[src/rtl/enemy_shot_move.sv]
// Enemy shot mover: a single projectile that is launched from the enemy
// position, advances once per frame in fixed-point, and is parked off-screen
// when it leaves the playfield or hits something.  After the shot ends a
// frame-counted cooldown blocks the next launch.
//
// Fire handshake: fireRequest is a one-cycle request, accepted only on a cycle
// where ready=1 and pause=0.  A request on any other cycle is dropped (there
// is no queue); the enemy logic must re-request once ready returns high.
module enemy_shot_move #(
  parameter int FIXED_POINT_MULTIPLIER = 64,
  parameter int DOWN_SPEED             = 100,
  parameter int LATERAL_SPEED          = 30,
  parameter int ANGLED_DOWN_SPEED      = 70,
  parameter int COOLDOWN_FRAMES        = 60,
  parameter int Y_MAX_FP               = 30080,
  parameter int X_MIN_FP               = 40,
  parameter int X_MAX_FP               = 40900,
  parameter int PARK_FP                = 50000
) (
  input  logic               clk,
  input  logic               reset,
  input  logic               startOfFrame,
  input  logic               fireRequest,
  input  logic signed [10:0] enemy_topLeftX,
  input  logic signed [10:0] enemy_topLeftY,
  input  logic [2:0]         shotDirection,
  input  logic               shotPlayerCollision,
  input  logic               shotBoxCollision,
  input  logic               pause,
  output logic               ready,
  output logic signed [10:0] topLeftX,
  output logic signed [10:0] topLeftY,
  output logic [2:0]         draw_shot_dir,
  output logic               playerHit,
  output logic [1:0]         dbg_state
);

  // Position width: 11-bit pixel times the multiplier plus headroom for one
  // step past the edges, so the bounds compare never wraps.
  localparam int POS_W = 24;
  localparam int CNT_W = 16;
  localparam int SHIFT = $clog2(FIXED_POINT_MULTIPLIER);

  localparam logic signed [POS_W-1:0] MULT_S  = POS_W'(FIXED_POINT_MULTIPLIER);
  localparam logic signed [POS_W-1:0] DOWN_S  = POS_W'(DOWN_SPEED);
  localparam logic signed [POS_W-1:0] LAT_S   = POS_W'(LATERAL_SPEED);
  localparam logic signed [POS_W-1:0] ANG_S   = POS_W'(ANGLED_DOWN_SPEED);
  localparam logic signed [POS_W-1:0] Y_MAX_S = POS_W'(Y_MAX_FP);
  localparam logic signed [POS_W-1:0] X_MIN_S = POS_W'(X_MIN_FP);
  localparam logic signed [POS_W-1:0] X_MAX_S = POS_W'(X_MAX_FP);
  localparam logic signed [POS_W-1:0] PARK_S  = POS_W'(PARK_FP);
  localparam logic [CNT_W-1:0]        COOL_C  = CNT_W'(COOLDOWN_FRAMES);

  typedef enum logic [1:0] {
    S_IDLE     = 2'd0,
    S_FLYING   = 2'd1,
    S_COOLDOWN = 2'd2
  } state_t;

  state_t                   state, state_n;
  logic signed [POS_W-1:0]  x_fp, y_fp, x_n, y_n;
  logic signed [POS_W-1:0]  vx, vy, vx_n, vy_n;
  logic [CNT_W-1:0]         cnt, cnt_n;
  logic [2:0]               dir_n;
  logic                     hit_n;
  logic                     do_park;

  logic signed [POS_W-1:0]  ex_ext, ey_ext;
  logic signed [POS_W-1:0]  x_step, y_step;
  logic                     out_of_bounds;

  assign ex_ext = POS_W'(enemy_topLeftX);
  assign ey_ext = POS_W'(enemy_topLeftY);

  // Candidate position for this frame; the bounds test is made on it so the
  // shot never becomes visible outside the playfield.
  assign x_step        = x_fp + vx;
  assign y_step        = y_fp + vy;
  assign out_of_bounds = (y_step > Y_MAX_S) || (x_step < X_MIN_S) || (x_step > X_MAX_S);

  // Next-state and datapath: launch, per-frame motion, collision/park, cooldown.
  always_comb begin
    state_n = state;
    x_n     = x_fp;
    y_n     = y_fp;
    vx_n    = vx;
    vy_n    = vy;
    cnt_n   = cnt;
    dir_n   = draw_shot_dir;
    hit_n   = 1'b0;
    do_park = 1'b0;

    case (state)
      S_IDLE: begin
        if (fireRequest && !pause) begin
          x_n     = ex_ext * MULT_S;
          y_n     = ey_ext * MULT_S;
          state_n = S_FLYING;
          case (shotDirection)
            3'b001: begin
              vx_n  = LAT_S;
              vy_n  = ANG_S;
              dir_n = 3'b001;
            end
            3'b100: begin
              vx_n  = -LAT_S;
              vy_n  = ANG_S;
              dir_n = 3'b100;
            end
            default: begin
              // Unknown codes fall back to a straight shot.
              vx_n  = '0;
              vy_n  = DOWN_S;
              dir_n = 3'b010;
            end
          endcase
        end
      end

      S_FLYING: begin
        // Collisions win over motion and are honoured even while paused.
        if (shotPlayerCollision) begin
          hit_n   = 1'b1;
          do_park = 1'b1;
        end else if (shotBoxCollision) begin
          do_park = 1'b1;
        end else if (startOfFrame && !pause) begin
          if (out_of_bounds) begin
            do_park = 1'b1;
          end else begin
            x_n = x_step;
            y_n = y_step;
          end
        end
      end

      S_COOLDOWN: begin
        if (cnt == '0) begin
          state_n = S_IDLE;
        end else if (startOfFrame && !pause) begin
          cnt_n = cnt - CNT_W'(1);
        end
      end

      default: begin
        state_n = S_IDLE;
      end
    endcase

    if (do_park) begin
      x_n     = PARK_S;
      y_n     = PARK_S;
      vx_n    = '0;
      vy_n    = '0;
      dir_n   = 3'b000;
      cnt_n   = COOL_C;
      state_n = S_COOLDOWN;
    end
  end

  // State and datapath registers; reset parks the shot and overrides all inputs.
  always_ff @(posedge clk) begin
    if (reset) begin
      state         <= S_IDLE;
      x_fp          <= PARK_S;
      y_fp          <= PARK_S;
      vx            <= '0;
      vy            <= '0;
      cnt           <= '0;
      draw_shot_dir <= 3'b000;
      playerHit     <= 1'b0;
    end else begin
      state         <= state_n;
      x_fp          <= x_n;
      y_fp          <= y_n;
      vx            <= vx_n;
      vy            <= vy_n;
      cnt           <= cnt_n;
      draw_shot_dir <= dir_n;
      playerHit     <= hit_n;
    end
  end

  // Pixel position is the floor of fixed-point / multiplier (arithmetic shift).
  assign topLeftX  = 11'(x_fp >>> SHIFT);
  assign topLeftY  = 11'(y_fp >>> SHIFT);
  assign ready     = (state == S_IDLE);
  assign dbg_state = state;

endmodule

[config.mk]
export PLATFORM = sky130hd
export DESIGN_NAME = enemy_shot_move
export DESIGN_NICKNAME = d
export VERILOG_FILES = /design/src/rtl/enemy_shot_move.sv
export SDC_FILE = /design/constraint.sdc
export NUM_CORES = 1
export LEC_CHECK = 0
export CAP_MARGIN = 20
export CORE_MARGIN = 5
export CORE_UTILIZATION = 35
export CTS_CLUSTER_SIZE = 12
export DETAILED_ROUTE_END_ITERATION = 16
export PLACE_DENSITY = 0.53
export SYNTH_ARGS = -nofsm -noshare
export SYNTH_HDL_FRONTEND = slang
export SYNTH_SLANG_ARGS = --single-unit
[constraint.sdc]
create_clock -name clk -period 3.6 [get_ports clk]
set_input_delay 0.72 -clock clk [delete_from_list [all_inputs] [get_ports clk]]
set_output_delay 0.72 -clock clk [all_outputs]
set_load 0.005 [all_outputs]
==> results.cfg <==
[placed_design]
numPortBuffers = 60
dp_slack_ns = -0.346
dp_hpwl_microns = 14500
gp_congestion = 0.953

[worst_setup_path]
endpoint_kind = flop
crit_fanout = 8
crit_required_ns = 3.82
r2r_setup_slack_ns = -0.11
worstSetupStartpointType = flop
crit_type = flop to flop
crit_arrival_ns = 3.93
ff2ff_path_depth = 16

[clock_network]
clk_path_buf_depth = 2
htreeDepth = 3
postCtsHoldBufs = 0
clock_sinks = 70
clk_pin_slew_ns = 0.06
clk_root_buffer_cell = clkbuf_16
cts_tree = built
clock_latency_ns = 0.34
numCtsBuffers = 9

[synth]
synth.avg_cell_area_sq_um = 7.50
ys_async_sr_fraction = 0
synth-edff-count = 0
ys_top_cells_by_area = dfxtp_1 25%, ha_1 6.1%, a21oi_1 4.9%, nor2_1 4.9%, nand2_1 4.5%
ys_seq_area_frac = 0.252
synth_top_area_share = 0.252
ys_ff_latch = 70
synthFlopType = dfxtp_1
ys_types = 77
yosysWarnings = 0
synthesis.area_sq_mm = 0.00557
synthCells = 742
syn-num-nets = 803
yosys.area.top_type = dfxtp_1

[finish]
diodes = 0
nFillCells = 1528
fin_nets = 966
area_delta_synth_final_pct = 48.6
drive_above_1_share = 0.313

[routing]
avgViaCountPerCell = 5.65
drtIter0Drc = 388
drc_errors = 0
vias = 6362
postRouteWirelength_microns = 19400
firstDrtPassIters = 5
wire_per_inst_microns = 17.3
ant_nets = 0

[floorplanning]
fp.coreArea_sq_mm = 0.0158
initial_core_util = 0.353
io-pin-count = 61
num_rows = 46
die_w_microns = 136
dieArea_sq_mm = 0.0185
die_h_microns = 136

[sta]
fin_ws_ns = -0.109
timing.slew.headroom = 0.335
finalCritPeriodShare = 1.03
rsz0062_at_grt = yes
worst_pin_slew_ns = 0.995
clock_skew_ns = 0.00640
min_period_ns = 3.71
finalSetupViolCount = 31
tns_ns = -1.46
max_freq_mhz = 270
finalHoldViolCount = 0
drv_slew = 0

[run]
maxCapViolCount = 0

[power]
cellPowerDensity_mw_per_mm2 = 357
clkPwrFrac = 0.326
power.switching_uw = 968
swShare = 0.328
seqPwrFrac = 0.310
p_total_uw = 2950
power.leakage_uw = 0.00320
p_int_uw = 1990
vdd_drop_max_uv = 264
pwr-share-comb = 0.364

[grt]
grt_pass1_wl_microns = 30900
grt-ovfl-total = 0
globalRouteTotalUtil = 0.205
grt_max_degree = 37
antenna_found_initial = 0
grt_pass1_vias = 6207

[hold_path]
hold_depth = 2
hp-class = flop to flop

[outcome]
violations = negative setup slack
outcome = finished with violations
critical path, stage by stage, from the launching register on:
cell,delay [ns]
dfxtp_2,0.34
buf_4,0.14
ha_2,0.18
fa_2,0.38
buf_4,0.17
a31oi_4,0.18
buf_4,0.16
nor3b_1,0.04
a31oi_1,0.17
o221ai_1,0.20
a22oi_2,0.20
buf_4,0.15
nand4_1,0.12
or4_4,0.63
a221oi_4,0.29
buf_6,0.18
nor3_1,0.05
layer usage:
layer	GRT usage	part of all wire	up-vias
met5	0	0	-
met4	0.0454	0.017	0
met3	0.0381	0.052	28
met2	0.337	0.47	171
met1	0.280	0.47	3072
li1	-	-	3091
layout make-up:
class                           count  area [sq um]  area share
Inverter                           15          56.3     0.00681
Sequential cell                    70          1410       0.170
Clock inverter                      7          96.3      0.0116
Clock buffer                        9           225      0.0272
Tap cell                          216           270      0.0327
Multi-Input combinational cell    589          4250       0.514
Timing Repair Buffer              220          1960       0.237
final timing paths:
check,from,to
worst min register to register,cnt[12]$_SDFFE_PP0P_,cnt[12]$_SDFFE_PP0P_
worst max register to register,vx[1]$_SDFFE_PP0P_,x_fp[19]$_SDFFE_PP0P_
worst min-delay path,cnt[12]$_SDFFE_PP0P_,cnt[12]$_SDFFE_PP0P_
worst max-delay path,vx[1]$_SDFFE_PP0P_,x_fp[19]$_SDFFE_PP0P_
metrics by stage:
stage	area, sq um	hold slack (ns)	instances	utilization
after floorplan	5570	0.447	742	-
after global placement	7230	0.454	1096	0.459
after detailed placement	7230	0.471	1096	0.459
after CTS	7850	0.479	1116	0.498
after global routing	8270	0.486	1126	0.525
final	8270	0.476	1126	0.525
state kept, by name, summed over array words and instances, names as in the netlist:
| signal | count |
|---|---|
| x_fp | 23 |
| y_fp | 23 |
| cnt | 16 |
| dbg_state | 2 |
| draw_shot_dir | 2 |
| vx | 2 |
| playerHit | 1 |
| vy | 1 |
cell usage in the layout, fill, tap and decap left out, drive strengths merged, types with 5 or more instances in the layout:
| cell | synthesis | final |
|---|---|---|
| buf | 39 | 157 |
| nor2 | 73 | 73 |
| dfxtp | 70 | 70 |
| nand2 | 68 | 68 |
| clkdlybuf4s50 | 0 | 60 |
| a21oi | 58 | 58 |
| o21ai | 46 | 46 |
| nand3 | 45 | 45 |
| nor3 | 45 | 45 |
| ha | 27 | 27 |
| xor2 | 20 | 20 |
| inv | 15 | 16 |
| a211oi | 15 | 15 |
| xnor2 | 14 | 14 |
| nand4 | 13 | 13 |
| clkbuf | 29 | 12 |
| o31ai | 10 | 10 |
| or3 | 10 | 10 |
| a21o | 9 | 9 |
| a31oi | 9 | 9 |
| a32o | 8 | 8 |
| o211ai | 6 | 6 |
| and2 | 6 | 6 |
| nor4 | 6 | 6 |
| o22ai | 5 | 5 |
| or2 | 5 | 5 |
| nor3b | 5 | 5 |
| and4 | 5 | 5 |
cells in the mapped netlist, types with 3 or more instances:
cell type / count
a21oi_1: 55
nand2_1: 67
a211oi_1: 13
nor4_1: 5
a31o_2: 4
nor2_1: 73
o31a_1: 4
o31ai_1: 9
xnor2_1: 14
nor3b_1: 5
o211a_1: 4
xor2_1: 20
and4_1: 4
buf_4: 27
nor3_1: 45
and2_1: 6
o211ai_1: 6
a22oi_1: 3
or2_2: 5
o21bai_1: 3
a41oi_1: 3
o21ai_0: 43
a31oi_1: 7
o22ai_1: 5
o221ai_1: 3
clkbuf_1: 29
nand4_1: 13
o21a_1: 4
a2111oi_0: 3
or3_1: 10
o41ai_1: 3
a21o_1: 9
a221oi_1: 3
and3_1: 4
inv_1: 15
o21ai_1: 3
nand3_1: 45
mux2i_1: 4
dfxtp_1: 70
a32o_1: 8
ha_1: 27
buf_2: 9
cells by family (layout without fill, tap and decap cells):
| kind of cell | Yosys count | count (layout) | share of synthesized area |
|---|---|---|---|
| AOI/OAI and AO/OA | 224 | 224 | 0.282 |
| xor gates and xnor gates | 34 | 34 | 0.0535 |
| adders and majority gates | 29 | 29 | 0.0679 |
| buffers and inverters | 83 | 251 | 0.0775 |
| DFF | 70 | 70 | 0.252 |
| muxes | 4 | 4 | 0.00719 |
| and+or+nand+nor | 298 | 298 | 0.261 |
power groups by stage:
stage	Sequential [uW]	Combinational (uW)	Clock, uW
after floorplan	896	548	0
after global placement	922	947	0
after detailed placement	924	962	0
after CTS	912	1010	979
after global routing	923	1170	1020
final	915	1080	963
repair_timing:
action | CTS | global route
buffers inserted | 4 | 6
cloned | 0 | 4
pin swaps | 18 | 30
resized for setup | 52 | 79
endpoints found under the hold margin | 0 | 0
endpoints found under the setup margin | 68 | 69
No activity file was read; power rests on OpenSTA's default activity.
